==> src/rtl/uart_irq_scheduler.sv <==
// uart_irq_scheduler: 16550-style interrupt pending tracking and IIR/irq resolution.
// Optional feature macro MODEM_IRQ_EN enables the modem-status interrupt source.
module uart_irq_scheduler #(
  parameter int FRAME_BITS    = 10,
  parameter int OVERSAMPLE    = 16,
  parameter int TIMEOUT_CHARS = 4,
  parameter int FIFO_AW       = 4
) (
  input  logic             clk,
  input  logic             rst,
  input  logic [3:0]       ier,
  input  logic [1:0]       rx_trig,
  input  logic [FIFO_AW:0] rx_count,
  input  logic             rx_push,
  input  logic             rx_pop,
  input  logic             tx_empty,
  input  logic             tx_push,
  input  logic             lsr_err,
  input  logic             lsr_rd,
  input  logic             msr_delta,
  input  logic             msr_rd,
  input  logic             iir_rd,
  input  logic             baud_tick,
  output logic             irq,
  output logic [3:0]       iir
);

  localparam int LIMIT = TIMEOUT_CHARS * FRAME_BITS * OVERSAMPLE;
  localparam int TW    = $clog2(LIMIT + 1);
  localparam int RW    = FIFO_AW + 1;

  localparam logic [3:0] IIR_RLS  = 4'b0110;
  localparam logic [3:0] IIR_RDA  = 4'b0100;
  localparam logic [3:0] IIR_CTI  = 4'b1100;
  localparam logic [3:0] IIR_THRE = 4'b0010;
  localparam logic [3:0] IIR_MS   = 4'b0000;
  localparam logic [3:0] IIR_NONE = 4'b0001;

  logic [TW-1:0] tmo_q, tmo_d;
  logic [RW-1:0] trig;
  logic [3:0]    iir_q, iir_d;
  logic          irq_q;
  logic          rls_q, rls_d;
  logic          cti_q, cti_d;
  logic          thre_q, thre_d;
  logic          ms_d, ms_en;
  logic          txe_q, ier1_q;
  logic          rda, rx_clr;
  logic          thre_set, thre_clr;

  always_comb begin
    trig = RW'(1);
    unique case (rx_trig)
      2'd0:    trig = RW'(1);
      2'd1:    trig = RW'(4);
      2'd2:    trig = RW'(8);
      default: trig = RW'(14);
    endcase
  end

  assign rda    = rx_count >= trig;
  assign rx_clr = rx_push | rx_pop | (rx_count == '0);

  always_comb begin
    tmo_d = tmo_q;
    if (rx_clr)
      tmo_d = '0;
    else if (baud_tick && (tmo_q != TW'(LIMIT)))
      tmo_d = tmo_q + TW'(1);
  end

  assign cti_d = ~rx_clr & (cti_q | (tmo_d == TW'(LIMIT)));

  assign rls_d = lsr_err | (rls_q & ~lsr_rd);

  // THRE re-arms on an empty edge or on ETBEI being enabled while empty
  assign thre_set = tx_empty & (~txe_q | (ier[1] & ~ier1_q));
  assign thre_clr = tx_push | (iir_rd & (iir_q == IIR_THRE));
  assign thre_d   = thre_set | (thre_q & ~thre_clr);

`ifdef MODEM_IRQ_EN
  logic ms_q;

  assign ms_d  = msr_delta | (ms_q & ~msr_rd);
  assign ms_en = ier[3];

  always_ff @(posedge clk) begin
    if (rst) ms_q <= 1'b0;
    else     ms_q <= ms_d;
  end
`else
  logic unused_ms;

  assign unused_ms = ^{msr_delta, msr_rd, ier[3]};
  assign ms_d      = 1'b0;
  assign ms_en     = 1'b0;
`endif

  always_comb begin
    iir_d = IIR_NONE;
    if (rls_d & ier[2])
      iir_d = IIR_RLS;
    else if (rda & ier[0])
      iir_d = IIR_RDA;
    else if (cti_d & ier[0])
      iir_d = IIR_CTI;
    else if (thre_d & ier[1])
      iir_d = IIR_THRE;
    else if (ms_d & ms_en)
      iir_d = IIR_MS;
  end

  always_ff @(posedge clk) begin
    if (rst) begin
      tmo_q  <= '0;
      rls_q  <= 1'b0;
      cti_q  <= 1'b0;
      thre_q <= 1'b0;
      iir_q  <= IIR_NONE;
      irq_q  <= 1'b0;
    end else begin
      tmo_q  <= tmo_d;
      rls_q  <= rls_d;
      cti_q  <= cti_d;
      thre_q <= thre_d;
      iir_q  <= iir_d;
      irq_q  <= ~iir_d[0];
    end
    txe_q  <= tx_empty;
    ier1_q <= ier[1];
  end

  assign iir = iir_q;
  assign irq = irq_q;

endmodule
==> config.mk <==
export PLATFORM = sky130hd
export DESIGN_NAME = uart_irq_scheduler
export DESIGN_NICKNAME = d
export VERILOG_FILES = /design/src/rtl/uart_irq_scheduler.sv
export SDC_FILE = /design/constraint.sdc
export NUM_CORES = 1
export LEC_CHECK = 0
export CORE_AREA = 2 2 46 56
export DETAILED_ROUTE_END_ITERATION = 10
export DIE_AREA = 0 0 48 58
export PLACE_DENSITY = 0.79
export RECOVER_POWER = 100
export SLEW_MARGIN = 0
export SYNTH_ARGS = -nofsm -noshare
export SYNTH_HDL_FRONTEND = slang
export SYNTH_SLANG_ARGS = --single-unit
==> constraint.sdc <==
create_clock -name clk -period 3.1 [get_ports clk]
set_input_delay 0.465 -clock clk [delete_from_list [all_inputs] [get_ports clk]]
set_output_delay 0.465 -clock clk [all_outputs]
set_load 0.02 [all_outputs]
# Word-level counts from Yosys, hierarchy flattened
# Cells that the tools add are included.
# word_totals
register_bits	20
in_bits	23
out_inout_bits	5
word_cells	50
# classes
add_sub_neg	1
n_lt_le_gt_ge	1
n_eq_ne	5
n_mux	7
bitwise_logic	23
n_reduce_logical	4
# ops
op	count
$mux 10	2
$pmux 4 s3	1
$add 10x1->10 const B	1
$and 1x1->1	10
$eq 10x10->1 const B	1
$ne 10x10->1 const B	1
$or 1x1->1	7
$mux 3	2
$not 1->1	6
$ge 5x5->1	1
$logic_not 5->1	1
$eq 4x2->1 const B	1
$mux 4	1
$reduce_or 3->1	1
$eq 2x1->1 const B	1
$eq 2x2->1 const B	1
$logic_not 2->1	1
$mux 2	1
$logic_and 1x1->1	1

# Depth between registers and ports, before layout
# logic_depth
word_depth	12
depth_mapped	8
mapped_depth_nobuf	8

# Worst setup path after synthesis
# No wires, ideal clock.
# synth_path
path_type	register to register
startpoint	reg tmo_q[0]
endpoint	reg iir_q[3] (netlist: iir[3])
setup_ps	59
arrival_time_ps	1960
required_ps	3041
path_slack_ps	1081
stages_incl_launch_ff	9
path_buffers	0
synth_period_minus_slack_ps	2019
path_cell_list	dfxtp_1 > inv_1 > ha_1 > nor4bb_2 > a31o_1 > or3_1 > a221o_1 > o21ai_2 > and2_1
# synth_via
elab_chain_len	9
word_cells_on_any_way	10
cone_classes	add/sub: 1; eq/ne: 2; mux: 3; bitwise: 3; reduce/logical: 1
# synth_lines
item	line	rtl
start: declaration	39	logic [TW-1:0] tmo_q, tmo_d;
start signal: assignment	122	tmo_q <= tmo_d;
parallel branches: the longest is 2 deep, another holds $add 10x1->10	n/a	
$mux 10 (*)	68	else if (baud_tick && (tmo_q != TW'(LIMIT)))
$mux 10 (*)	66	if (rx_clr)
$eq 10x10->1 (*)	72	assign cti_d = ~rx_clr & (cti_q | (tmo_d == TW'(LIMIT)));
$or 1x1->1 (*)	72	
$and 1x1->1 (*)	72	
$and 1x1->1 (*)	105	else if (cti_d & ier[0])
$mux 4 (*)	105	
end signal: assignment	126	iir_q <= iir_d;
end: declaration	41	logic [3:0] iir_q, iir_d;
# Every way passes the cells marked *.
# A chain may end at the register's enable or synchronous reset.

# Worst setup path in the final report
# Same ends and word-level chain as after synthesis.

==> flow_summary.ini <==
[layout]
layoutNonFillerInstCount = 183
fin_util_pct = 60.4
final_layout_size_suffix_gt1_share_pct = 3.95
areaGrowthSynthToFinish_pct = 25.9
most_frequent_cells_in_the_layout = dfxtp_1 (20), nor2_1 (15), clkdlybuf4s50_1 (15)
final_common_cell = dfxtp_1
count_of_nets_after_finishing = 183
filler_cell_count_in_the_final_layout = 198
n_antenna_cell = 0

[sta]
final_hold_viol_count = 0
tightest_slew_ps = 420
timing.final.crit_share_pct = 74.0
hold_slack_ps = 506
clock.fmax_mhz = 436
grt_setup_unrepaired = no
clock-skew-final_ps = 2.00
slew_headroom_pct = 71.6
setup-tns-final_ps = 0
timing.final.setup_violations = 0
final_slew_viol_count = 0
finalWorstPathRequiredPeriod_ps = 2290

[global_route]
wire_length_of_the_first_global_routing_pass_mm = 3.76
grt_pass1_vias = 997
global_route.overflow_total = 0
antenna_found_initial = 0
grt_use_total_pct = 17.9
grt_max_degree = 11

[clock_tree]
tritoncts_clock_tree = built
insertion_delay_ps = 280
cts_buffer_depth = 2
cts_inserted_buffers = 3
clkSinkCount = 20
cts_max_level = 1
reg_clk_slew_reported_paths_ps = 100
post_cts_hold_buffer_count = 0
postCtsSetupRepairBufs = 0
postCtsResizedCells = 0
cts-root-buf = clkbuf_4

[die]
dieWidth_um = 48
placementRows = 19
initial_core_util_pct = 48.0
die_h_um = 58
placeableCoreArea_um2 = 2260
die_area_um2 = 2780
io_count = 28

[worst_setup_path]
bufs_and_invs_on_worst_path = 1
timing.critical_path.slowest_stage_cell = dfxtp_1
total_number_of_cells_along_the_worst_setup_path = 8
timing.setup.critical_path_class = flip-flop to flip-flop
worstPathMaxFanout = 4
crit_path_max_incr_delay_ps = 370
critical_path.cell_chain = inv_1, ha_1, nor4bb_1, a31o_1, or3_1, a221o_1, o21ai_0, and2_0
worst_setup_path_end_kind = flip-flop
cp_data_required_time_ps = 3330
cp-start-kind = flip-flop
crit_arrival_ps = 2530
r2r.worst_path.cells = 8
crit_family = compound AO/OA/AOI/OAI gates

[place]
placed_cells = 180
io_buffer_count = 24
post-dp-hpwl_mm = 1.75
place_congestion = 0.838

[yosys]
postSynthCellCount = 127
mappedNetlistNets = 156
mappedNetlistArea_um2 = 1080
synth-seq-area-share_pct = 37.0
synthDistinctLibCells = 40
synth.yosys.warnings = 0
postSynthAreaPerCell_um2 = 8.53
ys_seq_elements = 20

[power_and_ir_drop]
leakage_component_of_the_power_nw = 0.524
max-vdd-ir-drop_uv = 236
pwr_density_cell_nw_per_um2 = 337

[detailed_routing]
detail_route.iter0.violations = 12
viasPerCell = 5.38
wl_mm = 2.16
antenna_left = 0
vias = 984
wl_per_cell_um = 11.8
drt_pre_antenna_iters = 4
drcViolationCount = 0

[run_status]
run_status = finished, final reports clean

[run]
cap_violations = 0

[worst_hold_path]
min_path_type = flip-flop to flip-flop
whs_path_depth = 1
per-stage QoR:
stage / area, µm² / total power, mW / setup slack [ps]
6_report: 1360 / 0.459 / 807
5_1_grt: 1360 / 0.486 / 639
4_1_cts: 1380 / 0.469 / 850
3_5_place_dp: 1360 / 0.355 / 537
3_3_place_gp: 1360 / 0.353 / 576
2_1_floorplan: 1080 / 0.310 / 1080
kinds of logic (layout without fill, tap and decap cells):
group                    count (synthesis)  count (layout)  share of synthesized area (%)
multiplexers                             1               1                          0.924
flip-flops                              20              20                           37.0
XOR/XNOR                                10              10                           8.08
AND/OR/NAND/NOR                         50              50                           25.3
buffers and inverters                   14              39                           5.08
AO/OA/AOI/OAI                           26              26                           16.7
adder cells (fa/ha/maj)                  6               6                           6.93
final timing paths:
kind,start,to,slack [ps]
min,cti_q$_SDFF_PP0_,cti_q$_SDFF_PP0_,510
min reg2reg,cti_q$_SDFF_PP0_,cti_q$_SDFF_PP0_,510
max,tmo_q[0]$_SDFF_PP0_,iir[3]$_SDFF_PP0_,810
max reg2reg,tmo_q[0]$_SDFF_PP0_,iir[3]$_SDFF_PP0_,810
synthesized netlist by cell type:
cell type | number | area (µm²)
a32oi_1 | 1 | 8.76
ha_1 | 6 | 75.1
and3_1 | 1 | 6.26
nand4_1 | 3 | 18.8
xor2_1 | 4 | 35.0
a211oi_1 | 1 | 7.51
o21ai_2 | 1 | 8.76
nor3_1 | 4 | 20.0
dfxtp_1 | 20 | 400
and2_1 | 2 | 12.5
a31o_1 | 1 | 8.76
o21ai_0 | 7 | 35.0
a2111o_1 | 1 | 11.3
buf_2 | 1 | 5.00
nor4b_1 | 1 | 8.76
a221o_1 | 1 | 10.0
or2_1 | 1 | 6.26
nand2_1 | 5 | 18.8
nor3_2 | 1 | 10.0
nor4bb_2 | 1 | 16.3
nor2_1 | 15 | 56.3
o211ai_1 | 1 | 7.51
clkbuf_1 | 1 | 3.75
nor2b_1 | 2 | 12.5
inv_1 | 11 | 41.3
clkbuf_2 | 1 | 5.00
a21oi_1 | 4 | 20.0
nand3_1 | 7 | 35.0
a31oi_1 | 1 | 6.26
a22oi_1 | 1 | 7.51
a21o_1 | 2 | 15.0
or3_1 | 4 | 25.0
mux2i_1 | 1 | 10.0
o21ba_2 | 1 | 10.0
o21a_1 | 1 | 7.51
nor3b_2 | 1 | 12.5
xnor2_1 | 6 | 52.6
nand4b_1 | 1 | 8.76
a211o_1 | 2 | 17.5
nand2b_1 | 1 | 6.26
state kept, by name (all words and copies together) (netlist names):
name and cells:
tmo_q 10, cti_q 1, iir 4, thre_q 1, ier1_q 1, txe_q 1
irq 1, rls_q 1
per-layer routing:
metal	track usage (%)	vias to the layer above	wire [µm]	share of wire, %
met5	0	-	0	0
met4	5.79	0	9	0.42
met3	3.12	2	80	3.7
met2	32.2	23	1120	52
met1	20.3	456	945	44
li1	-	503	-	-
cell type report:
type	instances	area (µm²)	share of cell area, %
clock buffers	3	22.5	1.65
inverters	11	41.3	3.03
multi-input cells	93	613	45.0
flip-flops and latches	20	400	29.4
well taps	31	38.8	2.84
repair buffers	25	248	18.2
power breakdown:
group | internal (mW) | switching [mW] | leakage [nW]
sequential | 0.265 | 0.00273 | 0.164
combinational | 0.0434 | 0.0339 | 0.346
clock | 0.0451 | 0.0690 | 0.0138
total | 0.354 | 0.106 | 0.524
Note: power is estimated with default switching activity, not from simulation.
